File: src/rtl/viterbi_enc_dec.sv
// Rate-1/2 K=3 (7,5) convolutional encoder and a 4-state hard-decision
// Viterbi decoder with register-exchange survivors; the two paths are independent.
module viterbi_enc_dec #(
    parameter int TB_DEPTH = 16,
    parameter int PM_W     = 6
) (
    input  logic       clk,
    input  logic       rst,
    input  logic       enc_enable_i,
    input  logic       enc_d_i,
    output logic       enc_valid_o,
    output logic [1:0] enc_d_o,
    input  logic       dec_enable_i,
    input  logic [1:0] dec_d_i,
    output logic       dec_d_o
);

    localparam int L  = TB_DEPTH;
    localparam int SW = PM_W + 1;
    localparam logic [PM_W-1:0] PM_INIT = {1'b1, {(PM_W-1){1'b0}}};
    localparam logic [PM_W-1:0] PM_MAX  = {PM_W{1'b1}};
    localparam logic [SW-1:0]   PM_SAT  = {1'b0, PM_MAX};

    // ---------------- encoder ----------------
    logic [1:0] enc_state_reg;
    logic [1:0] enc_sym_reg;
    logic       enc_valid_reg;

    always_ff @(posedge clk or negedge rst) begin
        if (!rst) begin
            enc_state_reg <= 2'b00;
            enc_sym_reg   <= 2'b00;
            enc_valid_reg <= 1'b0;
        end else if (enc_enable_i) begin
            enc_sym_reg   <= {enc_d_i ^ enc_state_reg[1] ^ enc_state_reg[0],
                              enc_d_i ^ enc_state_reg[0]};
            enc_state_reg <= {enc_d_i, enc_state_reg[1]};
            enc_valid_reg <= 1'b1;
        end else begin
            enc_valid_reg <= 1'b0;
        end
    end

    assign enc_d_o     = enc_sym_reg;
    assign enc_valid_o = enc_valid_reg;

    // ---------------- decoder ----------------
    function automatic logic [1:0] hamming(input logic [1:0] a, input logic [1:0] b);
        logic [1:0] x;
        x = a ^ b;
        return {x[1] & x[0], x[1] ^ x[0]};
    endfunction

    // The oldest survivor bit is only ever needed at the output, so each
    // stored survivor keeps L-1 bits and the full L-bit path exists in sv_next.
    logic [3:0][PM_W-1:0] pm_reg;
    logic [3:0][L-2:0]    sv_reg;
    logic                 dec_bit_reg;

    logic [3:0][SW-1:0]   acs_pm;
    logic [3:0]           sel_hi;
    logic [3:0][L-1:0]    sv_next;
    logic [3:0][PM_W-1:0] pm_next;
    logic [SW-1:0]        min_pm;
    logic [1:0]           best_state;

    genvar gi;
    generate
        for (gi = 0; gi < 4; gi++) begin : g_acs
            // Next state {d,a}; predecessors {a,0} (lower) and {a,1} (upper).
            localparam int D = gi / 2;
            localparam int A = gi % 2;
            localparam logic [1:0] SYM_LO = {1'(D ^ A), 1'(D)};
            localparam logic [1:0] SYM_HI = {1'(D ^ A ^ 1), 1'(D ^ 1)};

            logic [SW-1:0] cand_lo;
            logic [SW-1:0] cand_hi;
            logic [SW-1:0] diff;

            assign cand_lo = {1'b0, pm_reg[2*A]}
                           + {{(SW-2){1'b0}}, hamming(dec_d_i, SYM_LO)};
            assign cand_hi = {1'b0, pm_reg[2*A+1]}
                           + {{(SW-2){1'b0}}, hamming(dec_d_i, SYM_HI)};
            assign sel_hi[gi]  = (cand_hi < cand_lo);
            assign acs_pm[gi]  = sel_hi[gi] ? cand_hi : cand_lo;
            assign sv_next[gi] = {(sel_hi[gi] ? sv_reg[2*A+1] : sv_reg[2*A]), 1'(D)};
            assign diff        = acs_pm[gi] - min_pm;
            assign pm_next[gi] = (diff > PM_SAT) ? PM_MAX : diff[PM_W-1:0];
        end
    endgenerate

    // Strict compare keeps ties on the lowest-index state.
    always_comb begin
        min_pm     = acs_pm[0];
        best_state = 2'd0;
        for (int i = 1; i < 4; i++) begin
            if (acs_pm[i] < min_pm) begin
                min_pm     = acs_pm[i];
                best_state = 2'(i);
            end
        end
    end

    always_ff @(posedge clk or negedge rst) begin
        if (!rst) begin
            pm_reg      <= {PM_INIT, PM_INIT, PM_INIT, {PM_W{1'b0}}};
            sv_reg      <= '0;
            dec_bit_reg <= 1'b0;
        end else if (dec_enable_i) begin
            pm_reg <= pm_next;
            for (int i = 0; i < 4; i++) begin
                sv_reg[i] <= sv_next[i][L-2:0];
            end
            dec_bit_reg <= sv_next[best_state][L-1];
        end
    end

    assign dec_d_o = dec_bit_reg;

endmodule

File: config.mk
export PLATFORM = sky130hd
export DESIGN_NAME = viterbi_enc_dec
export DESIGN_NICKNAME = d
export VERILOG_FILES = /design/src/rtl/viterbi_enc_dec.sv
export SDC_FILE = /design/constraint.sdc
export NUM_CORES = 1
export LEC_CHECK = 0
export ABC_CLOCK_PERIOD_IN_PS = 9100
export CORE_ASPECT_RATIO = 1.5
export CORE_MARGIN = 5
export CORE_UTILIZATION = 45
export DETAILED_ROUTE_END_ITERATION = 8
export PLACE_DENSITY = 0.75
export SLEW_MARGIN = 40
export SYNTH_ARGS = -nofsm -noshare
export SYNTH_HDL_FRONTEND = slang
export SYNTH_SLANG_ARGS = --single-unit
File: constraint.sdc
create_clock -name clk -period 9.1 [get_ports clk]
set_clock_uncertainty 0.1 [all_clocks]
set_input_delay 1.82 -clock clk [delete_from_list [all_inputs] [get_ports clk]]
set_output_delay 1.82 -clock clk [all_outputs]
set_load 0.05 [all_outputs]
Word-level counts from Yosys, hierarchy flattened. Index checks and enable logic that the tools add are counted.

Bits in registers: 88. Input port bits: 7. Output and inout bits: 4. Logic and storage cells: 71.

Add/sub/neg operators: 12. $lt $le $gt $ge: 12. Multiplexer cells: 21. Bitwise gates (word level): 14.

Operator list (count): $mux W15 (4); $add A6 B2 Y7 (8); $lt A7 B7 Y1 (7); $mux W7 (7); $bmux W16 S2 (1); $gt A7 B6 Y1 const B (4); $sub A7 B7 Y7 (4); $mux W6 (4); $mux W16 (1); $xor A1 B1 Y1 (7); $and A1 B1 Y1 (4); $mux W2 (2); $lt A2 B3 Y1 const B (1); $mux W1 (2); $not A1 Y1 (2); $not A2 Y2 (1).

Depth between registers and ports, before layout. Gate-level depths: netlist of the first run.

Depth after elaboration: 14. Mapped depth: 50.

Worst setup path before layout of the first run. No wires, ideal clock.

Kind: input to register. Start point: in dec_d_i[0]. End point: reg pm_reg[20] (netlist name). Setup time: 0.141 ns. Arrival: 10.881 ns. Required time: 8.859 ns. Slack: -2.022 ns. Stages: 47. Buffers on the path: 4. Cell sequence: inv_1 -> ha_1 -> ha_1 -> nor2b_1 -> o311ai_0 -> xor2_1 -> inv_1 -> ha_1 -> nand2_1 -> o221a_1 -> o32ai_4 -> a31o_1 -> buf_6 -> nor2_1 -> a21oi_1 -> inv_1 -> ha_1 -> nand3_1 -> [... 11 more ...] -> mux2_2 -> ha_1 -> and2_1 -> nand2_1 -> nand4b_2 -> and2_1 -> buf_4 -> clkbuf_1 -> o21ai_0 -> ha_1 -> inv_1 -> ha_1 -> a221o_1 -> o31ai_1 -> a211oi_1 -> a221oi_1 -> o32a_1 -> a31oi_1.

Longest elaborated chain between the ends: 14. Elaborated cells on any way between the ends: 35. Those cells by class: add/sub (9); order compare (8); mux (8); bitwise (10).

Ends and longest elaborated chain: from (decl) (line 14) `input logic [1:0] dec_d_i,`; $not A1 Y1 (no line) / $not A2 Y2 (equally long branches); $xor A1 B1 Y1 / $and A1 B1 Y1 (equally long branches) (line 51) `return {x[1] & x[0], x[1] ^ x[0]};`; $add A6 B2 Y7 (line 83) `+ {{(SW-2){1'b0}}, hamming(dec_d_i, SYM_HI)};`; $lt A7 B7 Y1 (line 84) `assign sel_hi[gi] = (cand_hi < cand_lo);`; $mux W7 (line 85) `assign acs_pm[gi] = sel_hi[gi] ? cand_hi : cand_lo;`; $lt A7 B7 Y1 (line 97) `if (acs_pm[i] < min_pm) begin`; $mux W7 (line 97); $lt A7 B7 Y1 (line 97); $mux W7 (line 97); $lt A7 B7 Y1 (line 97); $mux W7 (line 97); $sub A7 B7 Y7 (*) (line 87) `assign diff = acs_pm[gi] - min_pm;`; $gt A7 B6 Y1 (line 88) `assign pm_next[gi] = (diff > PM_SAT) ? PM_MAX : diff[PM_W-1:0];`; $mux W6 (*) (line 88); to (signal assigned) (line 106) `pm_reg <= {PM_INIT, PM_INIT, PM_INIT, {PM_W{1'b0}}};`; to (signal assigned) (line 110) `pm_reg <= pm_next;`; to (decl) (line 56) `logic [3:0][PM_W-1:0] pm_reg;`.

Every way passes the cells marked *; elsewhere a longest branch is shown, timed or not. A chain may end at the register's enable or synchronous reset.

Final worst setup path of the first run.
Start point: in dec_d_i[1]. End point: reg pm_reg[23] (netlist name).

Longest elaborated chain between the ends: 14. Elaborated cells on any way between the ends: 35. Those cells by class: add/sub (9); order compare (8); mux (8); bitwise (10).

Ends and longest elaborated chain (line): $not A1 Y1 (no line) / $not A2 Y2 (equally long branches); $xor A1 B1 Y1 / $and A1 B1 Y1 (equally long branches) (51); $add A6 B2 Y7, on equally long branches (81, 83); $lt A7 B7 Y1 (84); $mux W7 (85); $lt A7 B7 Y1 (97); $mux W7 (97); $lt A7 B7 Y1 (97); $mux W7 (97); $lt A7 B7 Y1 (97); $mux W7 (97); $sub A7 B7 Y7 (*) (87); $gt A7 B6 Y1 (88); $mux W6 (*) (88).

Marked as above.

==> impl_metrics.env, run 1 <==
export IMPL_fill_cells=1367
export IMPL_ys_types=90
export IMPL_final_cell_mix="269 x buf_4, 121 x nor2_1, 99 x a21oi_1"
export IMPL_clock_fmax_mhz=103
export IMPL_yosys_most_used_dff="dfrtp_1"
export IMPL_hold_buffers=0
export IMPL_cp_common_cell="buf_4"
export IMPL_cp_start_kind="primary input"
export IMPL_synth_area_sq_um=8170
export IMPL_wl_per_cell_um=17.8
export IMPL_setup_viol=24
export IMPL_cts_sinks=85
export IMPL_grt_max_degree=99
export IMPL_cts_made_buffers=9
export IMPL_ys_async_sr_fraction_pct=100
export IMPL_clk_path_buf_depth=2
export IMPL_io_pins=11
export IMPL_antenna_cells=0
export IMPL_syn_avg_cell_area_sq_um=8.41
export IMPL_vias=8372
export IMPL_rsz0062_at_grt="true"
export IMPL_fin_crit_ps=9710
export IMPL_final_common_cell="buf_4"
export IMPL_rows=60
export IMPL_setup_worst_path_class="in2reg"
export IMPL_cts_root_buf="clkbuf_16"
export IMPL_crit_fanout=6
export IMPL_antenna_found_initial=0
export IMPL_synth_seq_cells=85
export IMPL_die_y_um=175
export IMPL_cpPeakStageDelay_ps=430
export IMPL_syn_nets=1035
export IMPL_vias_per_cell=5.80
export IMPL_worst_path_max_delay_cell="or3_4"
export IMPL_nets=1285
export IMPL_synth_edf_count=0
export IMPL_initial_core_util_pct=45.5
export IMPL_synth_warnings=0
export IMPL_yosysSeqAreaShare_pct=26.1
export IMPL_worst_slew_pin_slew_ps=839
export IMPL_critPathRequiredTime_ps=9260
export IMPL_grt_util_met3_pct=2.36
export IMPL_gr_total_overflow=0
export IMPL_violations="negative setup slack"
export IMPL_slew_viol_final=0
export IMPL_fin_util_pct=63.6
export IMPL_use_met1_pct=26.0
export IMPL_grtUsageMet2_pct=44.5
export IMPL_ant_nets=0
export IMPL_grt_pass1_wl_mm=41.3
export IMPL_design_core_area_sq_um=17900
export IMPL_worstSkewPairLatency_ps=350
export IMPL_slew_headroom_pct=42.5
export IMPL_fin_ws_ps=-608
export IMPL_hold_class="reg2reg"
export IMPL_largest_reg_flops=55
export IMPL_firstDrtPassIters=5
export IMPL_drive_gt1_share_pct=36.8
export IMPL_routed_wl_mm=25.7
export IMPL_track_usage_pct=24.1
export IMPL_finalHoldViolCount=0
export IMPL_grt_busiest_layer="met2"
export IMPL_grt_pass1_vias=8565
export IMPL_syn_inst=971
export IMPL_place_congestion=1.02
export IMPL_status="finished, violations left"
export IMPL_port_buffers=10
export IMPL_endpoint_kind="flip-flop"
export IMPL_cts_tree="yes"
export IMPL_htree_levels=3
export IMPL_hpwl_mm=18.8
export IMPL_drt_iter0_drc=489
export IMPL_die_w_um=120
export IMPL_dieArea_sq_um=21000
export IMPL_drc=0
export IMPL_area_delta_synth_final_pct=39.8
export IMPL_maxCapViolations=0
export IMPL_cp_arrival_ps=9870
export IMPL_clkTransAtPathRegs_ps=70
export IMPL_period_share_pct=107
-- kinds of logic (layout without fill, tap and decap cells) --
family          count (synthesis)  after routing  synth area share [%]
simple gates                  285            285                  17.0
xor+xnor                       75             75                  8.41
buf+inv                       104            359                  5.62
mux                            80             80                  10.1
flops                          85             85                  26.1
compound gates                280            280                  23.5
fa+ha+maj                      62             62                  9.36
-- worst max-delay path, delay by kind of cell --
family	cells	cell delay (ps)
compound gates	13	2430
buf+inv	17	1920
simple gates	11	1540
fa+ha+maj	7	1410
mux	2	510
xor+xnor	1	200
-- per-layer routing --
layer / wire length [um] / vias up / part of all wire, %
met3: 929 / 113 / 3.6
li1: - / 3975 / -
met1: 9840 / 4047 / 38
met2: 13100 / 237 / 51
met5: 0 / - / 0
met4: 1760 / 0 / 6.8
-- path summary, 6_finish.rpt --
path / start / endpoint / slack [ps] / cells past startpoint
worst max register to register: pm_reg[7] / pm_reg[23] / 810 / 47
worst min-delay path: sv_reg[45] / sv_reg[45] / 380 / 1
worst max-delay path: dec_d_i[1] / pm_reg[23] / -610 / 51
worst min register to register: sv_reg[45] / sv_reg[45] / 380 / 1
min in group asynchronous: rst / enc_state_reg[0] / 1400 / 1
max in group asynchronous: rst / pm_reg[16] / 7000 / 1
-- layout make-up --
cell class / instances / area [sq um] / area share [%]
multi-input cells: 782 / 6270 / 54.9
repair buffers: 288 / 2230 / 19.6
flip-flops and latches: 85 / 2130 / 18.7
well taps: 217 / 272 / 2.38
clock buffers: 9 / 225 / 1.97
inverters: 55 / 218 / 1.91
clock inverters: 7 / 66.3 / 0.581
-- Yosys cell counts, types with 10 or more instances --
master    instances  area (sq um)
nor3_1           11          55.1
clkbuf_1         27           101
a21oi_1         105           526
nor2b_1          12          75.1
nand2b_1         11          68.8
mux2_2           10           113
xnor2_1          52           455
nand2_1          46           173
ha_1             57           713
mux2i_1          67           671
a31oi_1          29           181
o21ai_0          40           200
buf_2            11          55.1
nor2_1          125           469
nand3_1          17          85.1
and2_1           15          93.8
dfrtp_1          82          2050
inv_1            54           203
and3_1           11          68.8
xor2_1           19           166
-- repair_timing --
action / CTS / global route
endpoints found under the setup margin: 25 / 24
buffers inserted: 36 / 6
resized for setup: 82 / 25
pin swaps: 61 / 32
-- per-stage QoR --
step	setup TNS, ps	cell area [sq um]	worst slack (ps)	instances	hold slack [ps]
after floorplan	-24920	8400	-1140	971	339
after global placement	-33780	10300	-1500	1385	351
after detailed placement	-39890	10300	-1760	1385	363
after CTS	-10300	11200	-492	1437	379
after global routing	-18600	11400	-857	1443	396
final	-13210	11400	-608	1443	378
Power of run 1 is not shown: default switching activity piles up to over one toggle a cycle in this logic, so the estimate is an artifact.
==> run 2: changes to the inputs <==
--- a/config.mk
+++ b/config.mk
@@ -11,7 +11,7 @@
 export CORE_UTILIZATION = 45
 export DETAILED_ROUTE_END_ITERATION = 8
 export PLACE_DENSITY = 0.75
-export SLEW_MARGIN = 40
+export SKIP_CTS_REPAIR_TIMING = 1
 export SYNTH_ARGS = -nofsm -noshare
 export SYNTH_HDL_FRONTEND = slang
 export SYNTH_SLANG_ARGS = --single-unit
==> impl_metrics.env, run 2 (synthesis gave the netlist of run 1 again) <==
export IMPL_hold_class="reg2reg"
export IMPL_rsz0062_at_grt="true"
export IMPL_endpoint_kind="flip-flop"
export IMPL_grt_busiest_layer="met2"
export IMPL_largest_reg_flops=55
export IMPL_design_core_area_sq_um=17900
export IMPL_cts_made_buffers=9
export IMPL_htree_levels=3
export IMPL_fin_crit_ps=9770
export IMPL_dieArea_sq_um=21000
export IMPL_worst_slew_pin_slew_ps=1050
export IMPL_drc=0
export IMPL_finalHoldViolCount=0
export IMPL_clk_path_buf_depth=2
export IMPL_cp_start_kind="primary input"
export IMPL_hpwl_mm=18.8
export IMPL_area_delta_synth_final_pct=36.0
export IMPL_grt_util_met3_pct=2.72
export IMPL_io_pins=11
export IMPL_cpPeakStageDelay_ps=450
export IMPL_rows=60
export IMPL_die_y_um=175
export IMPL_setup_viol=24
export IMPL_final_common_cell="buf_4"
export IMPL_use_met1_pct=24.7
export IMPL_grt_pass1_wl_mm=39.3
export IMPL_cp_arrival_ps=9840
export IMPL_clock_fmax_mhz=102
export IMPL_crit_fanout=6
export IMPL_maxCapViolations=0
export IMPL_die_w_um=120
export IMPL_place_congestion=1.02
export IMPL_place_ws_ps=-1740
export IMPL_holdWs_ps=376
export IMPL_fill_cells=1438
export IMPL_antenna_found_initial=0
export IMPL_track_usage_pct=22.9
export IMPL_cp_common_cell="ha_4"
export IMPL_vias_per_cell=5.76
export IMPL_slew_viol_final=0
export IMPL_final_cell_mix="258 x buf_4, 123 x nor2_1, 99 x a21oi_1"
export IMPL_antenna_cells=0
export IMPL_routed_wl_mm=25.2
export IMPL_cts_sinks=85
export IMPL_nets=1264
export IMPL_violations="negative setup slack"
export IMPL_setup_tns_ps=-14680
export IMPL_clkTransAtPathRegs_ps=70
export IMPL_initial_core_util_pct=45.5
export IMPL_cp_top_family="compound AO/OA/AOI/OAI gates"
export IMPL_wl_per_cell_um=17.7
export IMPL_grtUsageMet2_pct=42.7
export IMPL_ant_nets=0
export IMPL_setup_worst_path_class="in2reg"
export IMPL_period_share_pct=107
export IMPL_slew_headroom_pct=30.2
export IMPL_worstSkewPairLatency_ps=340
export IMPL_grt_max_degree=99
export IMPL_vias=8197
export IMPL_fin_ws_ps=-667
export IMPL_gr_total_overflow=0
export IMPL_rr_worst_depth=39
export IMPL_drive_gt1_share_pct=34.5
export IMPL_dp_cells=1385
export IMPL_port_buffers=10
export IMPL_cp_depth=44
export IMPL_firstDrtPassIters=5
export IMPL_hold_path_depth=1
export IMPL_cts_root_buf="clkbuf_16"
export IMPL_cts_tree="yes"
export IMPL_worst_path_max_delay_cell="or3_4"
export IMPL_critPathRequiredTime_ps=9170
export IMPL_path_buf_inv=5
export IMPL_final_cells=1422
export IMPL_status="finished, violations left"
export IMPL_drt_iter0_drc=533
export IMPL_grt_pass1_vias=8256
run 2: changes by cell type in the layout (fill, tap and decap cells not counted), sizes merged:
| cell | previous run | this run |
|---|---|---|
| bufinv | 0 | 1 |
| buf | 281 | 260 |
| inv | 57 | 58 |
| clkbuf | 10 | 11 |
| clkinv | 3 | 0 |
run 2: cell type report:
class	instances	area, sq um	share of cell area, %
clock buffer	10	229	2.06
clock inverter	6	77.6	0.698
inverter	55	218	1.96
multi-input combinational	782	6160	55.4
sequential	85	2130	19.2
tap	217	272	2.44
timing repair buffer	267	2030	18.3
run 2: final timing paths:
kind	from	to	slack, ps
min in group asynchronous	rst	sv_reg[46]	1550
max in group asynchronous	rst	pm_reg[19]	6660
min reg2reg	sv_reg[45]	sv_reg[45]	380
min	sv_reg[45]	sv_reg[45]	380
max reg2reg	pm_reg[19]	pm_reg[21]	730
max	dec_d_i[1]	pm_reg[21]	-670
run 2: per-stage QoR:
stage          utilization [%]  cell area (sq um)
6_report                  61.9              11100
2_1_floorplan                -               8400
5_1_grt                   61.9              11100
3_5_place_dp              57.3              10300
4_1_cts                   59.0              10600
3_3_place_gp              57.3              10300
run 2: routing by layer:
| metal | vias up | wire, um | share of wire (%) |
|---|---|---|---|
| li1 | 3934 | - | - |
| met1 | 3953 | 9720 | 39 |
| met2 | 232 | 13300 | 53 |
| met3 | 78 | 841 | 3.3 |
| met4 | 0 | 1330 | 5.3 |
| met5 | - | 0 | 0 |
Power of run 2 is left out for the same reason.
==> run 3: changes to the inputs <==
--- a/config.mk
+++ b/config.mk
@@ -7,7 +7,6 @@
 export LEC_CHECK = 0
 export ABC_CLOCK_PERIOD_IN_PS = 9100
 export CORE_ASPECT_RATIO = 1.5
-export CORE_MARGIN = 5
 export CORE_UTILIZATION = 45
 export DETAILED_ROUTE_END_ITERATION = 8
 export PLACE_DENSITY = 0.75
==> impl_metrics.env, run 3 (synthesis gave the netlist of run 1 again) <==
export IMPL_status="finished, violations left"
export IMPL_violations="design-rule violations, negative setup slack"
export IMPL_rsz0062_at_grt="true"
export IMPL_cts_made_buffers=9
export IMPL_grt_util_met3_pct=3.38
export IMPL_largest_reg_flops=55
export IMPL_initial_core_util_pct=45.7
export IMPL_nets=1262
export IMPL_vias_per_cell=5.79
export IMPL_register_area_sq_um=2130
export IMPL_endpoint_kind="flip-flop"
export IMPL_hold_path_depth=1
export IMPL_grt_max_degree=88
export IMPL_place_congestion=1.08
export IMPL_dieArea_sq_um=18700
export IMPL_path_buf_inv=7
export IMPL_cts_root_buf="clkbuf_16"
export IMPL_slew_viol_final=0
export IMPL_finalHoldViolCount=0
export IMPL_worst_path_max_delay_cell="or3_4"
export IMPL_fin_crit_ps=9790
export IMPL_setup_worst_path_class="in2reg"
export IMPL_grt_busiest_layer="met2"
export IMPL_die_y_um=167
export IMPL_critPathRequiredTime_ps=9190
export IMPL_worstSkewPairLatency_ps=360
export IMPL_cts_tree="yes"
export IMPL_die_w_um=112
export IMPL_worst_slew_pin_slew_ps=1070
export IMPL_use_met1_pct=27.5
export IMPL_grtUsageMet2_pct=49.6
export IMPL_setup_tns_ps=-14730
export IMPL_design_core_area_sq_um=17900
export IMPL_cpPeakStageDelay_ps=450
export IMPL_period_share_pct=108
export IMPL_grt_pass1_vias=8157
export IMPL_clkTransAtPathRegs_ps=80
export IMPL_cp_top_family="compound AO/OA/AOI/OAI gates"
export IMPL_maxCapViolations=0
export IMPL_cp_depth=45
export IMPL_hpwl_mm=18.9
export IMPL_io_pins=11
export IMPL_final_common_cell="buf_4"
export IMPL_rr_worst_depth=40
export IMPL_drt_iter0_drc=506
export IMPL_grt_pass1_wl_mm=39.4
export IMPL_antenna_found_initial=0
export IMPL_clk_path_buf_depth=2
export IMPL_final_cell_mix="252 x buf_4, 123 x nor2_1, 94 x a21oi_1"
export IMPL_multi_input_area_sq_um=6300
export IMPL_area_delta_synth_final_pct=37.8
export IMPL_cts_sinks=85
export IMPL_rows=60
export IMPL_drc=1
export IMPL_htree_levels=3
export IMPL_track_usage_pct=26.5
export IMPL_cp_start_kind="primary input"
export IMPL_port_buffers=10
export IMPL_firstDrtPassIters=7
export IMPL_crit_fanout=6
export IMPL_clock_fmax_mhz=102
export IMPL_fill_cells=1405
export IMPL_cp_common_cell="ha_4"
export IMPL_drive_gt1_share_pct=36.1
export IMPL_antenna_cells=0
export IMPL_slew_headroom_pct=28.7
export IMPL_wl_per_cell_um=18.1
export IMPL_hold_class="reg2reg"
export IMPL_setup_viol=24
export IMPL_ant_nets=0
export IMPL_place_ws_ps=-1840
export IMPL_routed_wl_mm=25.7
export IMPL_fin_ws_ps=-690
export IMPL_gr_total_overflow=0
export IMPL_cp_arrival_ps=9880
export IMPL_vias=8218
==> run 3: cell count changes in the layout (fill, tap and decap cells not counted), sizes merged <==
cell,before,now
clkinv,0,2
buf,260,258
bufinv,1,0
inv,58,59
clkbuf,11,10
clkinvlp,2,1
==> run 3: cell type report <==
class | count | share of cell area (%)
Multi-Input combinational cell | 782 | 56.0
Timing Repair Buffer | 265 | 18.0
Clock buffer | 9 | 2.00
Tap cell | 217 | 2.41
Inverter | 55 | 1.96
Clock inverter | 7 | 0.723
Sequential cell | 85 | 18.9
==> run 3: stage by stage <==
stage	hold slack (ps)	area [sq um]	cells	util [%]
floorplan	339	8400	971	-
global placement	354	10300	1382	57.4
detailed placement	363	10300	1382	57.4
CTS	381	10600	1398	59.2
global route	390	11300	1420	63.0
finish	382	11300	1420	63.0
==> run 3: final timing paths <==
kind                                  from  slack (ps)                to
worst max-delay path            dec_d_i[1]        -690         pm_reg[2]
worst min-delay path            sv_reg[45]         380        sv_reg[45]
worst max register to register  pm_reg[13]         680         pm_reg[2]
worst min register to register  sv_reg[45]         380        sv_reg[45]
max in group asynchronous              rst        6650        pm_reg[19]
min in group asynchronous              rst        1540  enc_state_reg[1]
==> run 3: metal layers <==
layer / share of wire, % / vias to the layer above / routed length, um
met4: 6.5 / 0 / 1680
met3: 4.0 / 110 / 1020
met2: 52 / 255 / 13400
li1: - / 3928 / -
met5: 0 / - / 0
met1: 37 / 3925 / 9610
Power of run 3 is left out for the same reason.
